===== config.mk =====
export PLATFORM = sky130hd
export DESIGN_NAME = lsu_ctrl
export DESIGN_NICKNAME = d
export VERILOG_FILES = /design/src/rtl/lsu_ctrl.sv
export SDC_FILE = /design/constraint.sdc
export NUM_CORES = 1
export LEC_CHECK = 0
export ABC_AREA = 1
export CAP_MARGIN = 15
export CORE_MARGIN = 10
export CORE_UTILIZATION = 42
export DETAILED_ROUTE_END_ITERATION = 6
export DONT_BUFFER_PORTS = 1
export GPL_TIMING_DRIVEN = 0
export PLACE_DENSITY = 0.65
export SLEW_MARGIN = 20
export SYNTH_ARGS = -nofsm -noshare
export SYNTH_HDL_FRONTEND = slang
export SYNTH_SLANG_ARGS = --single-unit

===== constraint.sdc =====
create_clock -name clk_i -period 2.4 [get_ports clk_i]
set_input_delay 0.48 -clock clk_i [delete_from_list [all_inputs] [get_ports clk_i]]
set_output_delay 0.48 -clock clk_i [all_outputs]
set_load 0.03 [all_outputs]

===== src/rtl/lsu_ctrl.sv =====
// lsu_ctrl: turns decoded load/store instructions into req/gnt/rvalid bus transactions with stall, formatting and error reporting
module lsu_ctrl #(
  parameter int TIMEOUT_CYCLES = 255
) (
  input  logic        clk_i,
  input  logic        rst_i,
  input  logic        lsu_req_i,
  input  logic        lsu_we_i,
  input  logic [2:0]  lsu_size_i,
  input  logic [31:0] lsu_addr_i,
  input  logic [31:0] lsu_data_i,
  output logic [31:0] lsu_data_o,
  output logic        lsu_stall_req_o,
  output logic        lsu_err_o,
  output logic        data_req_o,
  output logic        data_we_o,
  output logic [3:0]  data_be_o,
  output logic [31:0] data_addr_o,
  output logic [31:0] data_wdata_o,
  input  logic        data_gnt_i,
  input  logic        data_rvalid_i,
  input  logic [31:0] data_rdata_i
);
  typedef enum logic [1:0] {IDLE, REQ, RESP, DONE} state_e;
  localparam logic [15:0] TO_LAST = 16'(TIMEOUT_CYCLES - 1);
  state_e      state_q, state_d;
  logic [15:0] cnt_q, cnt_d;
  logic [31:0] data_q, data_d;
  logic        err_q, err_d;
  logic        legal, busy, tmo;
  logic [7:0]  ld_b;
  logic [15:0] ld_h;
  logic [31:0] ld_fmt;
  assign legal = ((lsu_size_i == 3'b000) || (lsu_size_i == 3'b100))
               | (((lsu_size_i == 3'b001) || (lsu_size_i == 3'b101)) & ~lsu_addr_i[0])
               | ((lsu_size_i == 3'b010) & (lsu_addr_i[1:0] == 2'b00));
  assign busy = (state_q == REQ) || (state_q == RESP);
  assign tmo = (TIMEOUT_CYCLES != 0) && busy && (cnt_q == TO_LAST);
  assign ld_b = data_rdata_i[8*lsu_addr_i[1:0] +: 8];
  assign ld_h = data_rdata_i[16*lsu_addr_i[1] +: 16];
  assign ld_fmt = lsu_size_i[1] ? data_rdata_i
                : lsu_size_i[0] ? {{16{~lsu_size_i[2] & ld_h[15]}}, ld_h}
                : {{24{~lsu_size_i[2] & ld_b[7]}}, ld_b};
  assign lsu_data_o = data_q;
  assign lsu_stall_req_o = lsu_req_i & legal & (state_q != DONE);
  assign lsu_err_o = err_q | ((state_q == IDLE) & lsu_req_i & ~legal);
  assign data_req_o = ~rst_i & (((state_q == IDLE) & lsu_req_i & legal) | ((state_q == REQ) & ~tmo));
  assign data_we_o = lsu_we_i;
  assign data_be_o = lsu_size_i[1] ? 4'b1111 : (lsu_size_i[0] ? 4'b0011 : 4'b0001) << lsu_addr_i[1:0];
  assign data_addr_o = {lsu_addr_i[31:2], 2'b00};
  assign data_wdata_o = lsu_size_i[1] ? lsu_data_i
                      : lsu_size_i[0] ? {2{lsu_data_i[15:0]}}
                      : {4{lsu_data_i[7:0]}};
  // next state: advance the bus handshake, capture load data, abort on timeout
  always_comb begin
    state_d = state_q;
    data_d = data_q;
    cnt_d = busy ? cnt_q + 16'd1 : 16'd0;
    err_d = tmo;
    unique case (state_q)
      IDLE: if (lsu_req_i && legal) state_d = data_gnt_i ? RESP : REQ;
      REQ:  state_d = tmo ? DONE : data_gnt_i ? RESP : REQ;
      RESP: begin
        state_d = (tmo || data_rvalid_i) ? DONE : RESP;
        data_d = (!tmo && data_rvalid_i && !lsu_we_i) ? ld_fmt : data_q;
      end
      DONE: state_d = IDLE;
    endcase
  end
  // state, timeout counter, load result and timeout error registers
  always_ff @(posedge clk_i) begin
    if (rst_i) begin
      state_q <= IDLE;
      cnt_q <= 16'd0;
      data_q <= 32'd0;
      err_q <= 1'b0;
    end else begin
      state_q <= state_d;
      cnt_q <= cnt_d;
      data_q <= data_d;
      err_q <= err_d;
    end
  end
endmodule

Yosys cells after proc, flatten, opt, wreduce, memory -nomap -nowiden. Cells that the tools add are included.

Bits of input ports: 105. Output and inout port bits: 104. Logic and storage cells: 65. Register bits: 51.

Shifts and indexed selects: 3. Mux-type cells: 11. Bitwise logic cells: 21. Equal/unequal tests: 10. Reduce and logical (&&, ||, !) cells: 15. Add/subtract/negate cells: 1.

Operators with widths (count): two-way mux 32 bit (4); variable part select 32 x 6 -> 16 bit (1); variable part select 32 x 6 -> 8 bit (1); adder 16 x 1 -> 16 bit, second input constant (1); equality test 16 x 8 -> 1 bit, second input constant (1); bitwise AND 1 bit (11); two-way mux 2 bit (4); case mux 2 bit (4 select lines) (1); equality test 3 bit, second input constant (2); inverter 1 bit (6); equality test 2 bit, second input constant (2); logical AND 1 bit (4); logical NOT 2 bit (2); logical OR 1 bit (4); two-way mux 4 bit (1); OR 1 bit (4); << shifter 2 x 2 -> 4 bit (1); equality test 3 x 1 -> 1 bit, second input constant (1); equality test 3 x 2 -> 1 bit, second input constant (1); logical NOT 3 bit (1); equality test 2 x 1 -> 1 bit, second input constant (1); logical NOT 1 bit (2); inequality test 2 x 1 -> 1 bit, second input constant (1); inequality test 2 bit, second input constant (1); 3 further kinds (3).

Logic depth before layout (Yosys ltp).
Depth in word-level cells: 8. Gate-level depth with buffers: 12. Gate-level depth less buffers: 12.

Worst setup path before layout. No wires, ideal clock.

Kind: input -> output. Start: input lsu_addr_i[0]. End: output data_req_o. Data arrival time: 1.582 ns. Buffers on the path: 1. Cell stages on the path: 6. Setup slack: 0.338 ns. Data required time: 1.920 ns. Path through: buf_2 > nor2_2 > nand3_1 > o211ai_1 > nand3_1 > a21oi_1.

Word-level cells in the longest chain between the ends: 7. Elaborated cells on any way between the ends: 9. Those cells by class: bitwise: 8; reduce/logical: 1.

RTL lines: from (decl) (RTL line 10) `input logic [31:0] lsu_addr_i,`; inverter 1 bit (RTL line 35) `| (((lsu_size_i == 3'b001) || (lsu_size_i == 3'b101)) & ~lsu_addr_i[0])`; bitwise AND 1 bit (RTL line 35); OR 1 bit (RTL line 35); OR 1 bit (*) (RTL line 36) `| ((lsu_size_i == 3'b010) & (lsu_addr_i[1:0] == 2'b00));`; bitwise AND 1 bit (*) (RTL line 47) `assign data_req_o = ~rst_i & (((state_q == IDLE) & lsu_req_i & legal) | ((state_q == REQ) & ~tmo));`; OR 1 bit (*) (RTL line 47); bitwise AND 1 bit (*) (RTL line 47); to (decl) (RTL line 15) `output logic data_req_o,`.

Mark *: on every way between the ends. The rest lies on a longest branch, timed or not.

Worst setup path after layout.
Start: register state_q[0]. End: output data_req_o.

Word-level cells in the longest chain between the ends: 7. Elaborated cells on any way between the ends: 11. Those cells by class: eq/ne: 2; bitwise: 6; reduce/logical: 3.

RTL lines: from (decl) (RTL line 26) `state_e state_q, state_d;`; from (signal assigned) (RTL line 78) `state_q <= state_d;`; equality test 2 x 1 -> 1 bit or equality test 2 bit (tied branches) (RTL line 37, 47); logical OR 1 bit (RTL line 37) `assign busy = (state_q == REQ) || (state_q == RESP);`; logical AND 1 bit (RTL line 38) `assign tmo = (TIMEOUT_CYCLES != 0) && busy && (cnt_q == TO_LAST);`; inverter 1 bit (RTL line 47); bitwise AND 1 bit (RTL line 47); OR 1 bit (*) (RTL line 47); bitwise AND 1 bit (*) (RTL line 47).

Marks and branches as above.

==> metrics.cfg <==
[die]
core_area_um2 = 8678
die_x_um = 114.4
die_h_um = 114.4
start_util = 0.4309
rows = 34
num_io_pins = 209
die-area_um2 = 13080

[clock_network]
cts_buffers = 5
cts_max_path_buffers = 2
tritoncts = done
clkLatencyLatePin_ns = 0.32
clock-sinks = 51
clockRootBuffer = clkbuf_8
clk_pin_slew_ns = 0.11
hold_buffers = 0
h-tree-depth = 2

[sta]
post-route-min-period_ns = 2.315
slew_violations = 0
worst_slack_ns = 0.08543
fmax_mhz = 432.0
fin_crit_sh = 0.9644
worstMarginPinSlew_ns = 1.137
hold_violations = 0
clock_skew_ns = 0.01200
setup_tns_ns = 0
setup_viol = 0
slew-limit-headroom = 0.2337

[placed_design]
hpwl_mm = 9.833
port_buffers = 0
pre_cts_slack_ns = 0.04743
gp_congestion = 0.9121
place_inst = 672
placed_area_um2 = 3879

[global_routing]
gr-total-overflow = 0
grt_pass1_wl_mm = 18.08
first_global_vias = 3451
antenna_found_initial = 1
grt_use_total = 0.1668
grt_max_degree = 19

[power_and_ir_drop]
clock_power_share = 0.202
power.switching_mw = 1.185
power_density_nw_per_um2 = 666.7
intPower_mw = 1.475
vdd_drop_max_mv = 0.2662
sequentialPowerShare = 0.434
leakage_nw = 1.829
swShare = 0.4455
p_comb_frac = 0.364

[yosys]
ys.flop_type = dfxtp_1
async_flop_share = 0
synth_enable_flop_cells = 0
ys_seq_elements = 51
synth_cells = 563
yosysSeqAreaShare = 0.2730
yosysWarnings = 0
synth_cell_types = 41
syn_area_per_cell_um2 = 6.643
synth_area_um2 = 3740

[finish]
layout-drive-gt1-share = 0.1958
fin_cells = 681
nNetsFinal = 683
area_growth_pct = 6.658
stdcell_area_um2 = 3989
fill_cells = 892
fin_util = 0.4596

[min_path]
hp-start = data_rdata_i[24]
hold_end = lsu_data_o[24]
hp-class = in2reg
worstHoldPathCells = 2

[setup_path]
reg2reg_to = lsu_data_o[8]
cp-start-kind = flip-flop
cp_data_required_time_ns = 1.92
r2r.worst_path.cells = 11
worstPathArrival_ns = 1.83
startpoint = state_q[0]
path_class = reg2out
cp_max_fo = 6
r2r_slack_ns = 0.46
timing.rr.start = state_q[0]
end_kind = primary output

[routing]
routed_wl_mm = 11.82
dr.first_iter.drc_count = 176
viasPerCell = 5.063
drc_errors = 0
num_vias = 3448
drt-pass1-iter-count = 4
wl_per_cell_um = 17.36
ant_nets = 0

[run]
drv_cap = 0

[run_status]
outcome = finished, final reports clean

## synth_stat cells, types with 3 or more instances
| library cell | count | share of area |
|---|---|---|
| a21boi_0 | 8 | 0.016 |
| ha_1 | 7 | 0.023 |
| nand2_2 | 4 | 0.0067 |
| clkbuf_1 | 5 | 0.0050 |
| o211ai_1 | 4 | 0.0080 |
| inv_1 | 88 | 0.088 |
| nor2_4 | 4 | 0.012 |
| a21oi_1 | 40 | 0.054 |
| o21bai_1 | 6 | 0.012 |
| a21oi_2 | 23 | 0.054 |
| nor2_1 | 39 | 0.039 |
| buf_4 | 42 | 0.084 |
| o21a_1 | 8 | 0.016 |
| o21ai_0 | 38 | 0.051 |
| nand3_1 | 10 | 0.013 |
| o21ai_1 | 3 | 0.0040 |
| inv_2 | 3 | 0.0030 |
| buf_2 | 7 | 0.0094 |
| nor2_2 | 5 | 0.0084 |
| buf_6 | 8 | 0.024 |
| nand2_1 | 125 | 0.13 |
| nor3_1 | 12 | 0.016 |
| dfxtp_1 | 51 | 0.27 |
| o221ai_1 | 6 | 0.014 |
## worst max path at each step
stage | slack, ns | cells after the start | end
floorplan | 0.34 | 6 | data_req_o
global placement | 0.06 | 5 | data_wdata_o[25]
detailed placement | 0.05 | 5 | data_wdata_o[29]
CTS | 0.02 | 9 | data_req_o
global route | -0.007 | 9 | data_req_o
finish | 0.09 | 9 | data_req_o
## metrics by stage
stage / hold WS, ns / power [mW]
floorplan: 0.4297 / 1.953
global placement: 0.4421 / 2.112
detailed placement: 0.4541 / 2.137
CTS: 0.3465 / 2.679
global route: 0.3494 / 2.836
finish: 0.3474 / 2.659
## cell type report
type / count / area [um^2] / share of cell area
clock inverters: 3 / 27.53 / 0.006901
plain buffers: 63 / 462.9 / 0.1161
diodes: 1 / 2.502 / 0.0006274
flip-flops and latches: 51 / 1021 / 0.2560
clock buffers: 5 / 68.82 / 0.01725
inverters: 92 / 345.3 / 0.08657
multi-input cells: 358 / 1926 / 0.4827
well taps: 108 / 135.1 / 0.03388
## layout by cell type, fill, tap and decap left out, types with 10 or more instances in the layout
cell type,netlist,layout
a21oi_1,40,39
a21oi_2,23,23
buf_4,42,42
dfxtp_1,51,51
inv_1,88,88
nand2_1,125,125
nand3_1,10,10
nor2_1,39,39
nor3_1,12,12
o21ai_0,38,33
## flip-flops by register name, indices dropped and copies added (netlist names)
register / cells
lsu_data_o: 32
cnt_q: 16
state_q: 2
err_q: 1
## power groups by stage
stage | logic (mW) | registers, mW | clock network [mW]
2_1_floorplan | 0.807 | 1.15 | 0
6_report | 0.969 | 1.15 | 0.537
3_5_place_dp | 0.960 | 1.18 | 0
4_1_cts | 0.966 | 1.16 | 0.556
5_1_grt | 1.08 | 1.17 | 0.585
3_3_place_gp | 0.939 | 1.17 | 0
## worst max-delay path, stage by stage (launching register included)
cell,delay (ns)
dfxtp_1,0.41
inv_1,0.11
ha_1,0.33
nand2_1,0.06
inv_1,0.03
nand2_1,0.06
nor2_2,0.05
nand2_4,0.10
nand2_1,0.10
a21oi_4,0.27
## routing by layer
layer  up-vias  wire (um)  GRT usage
li1       1756          -          -
met1      1528       4556     0.1875
met2       149       5900     0.2931
met3        15       1184    0.06184
met4         0        178    0.03592
met5         -          0          0
## logic make-up after synthesis
kind of cell,Yosys count,synth area share
and+or+nand+nor,206,0.2395
buffers and inverters,155,0.2161
AOI/OAI and AO/OA,141,0.2422
DFF,51,0.2730
adders and majority gates,7,0.02342
xor gates and xnor gates,2,0.004685
other,1,0.001003
## repair_timing
item                       in CTS  in global routing
buffers inserted                0                  0
pin swaps                       0                  0
setup endpoints to repair       1                  6
cloned                          0                  0
resized for setup               1                  6
(Power assumes the default switching activity.)
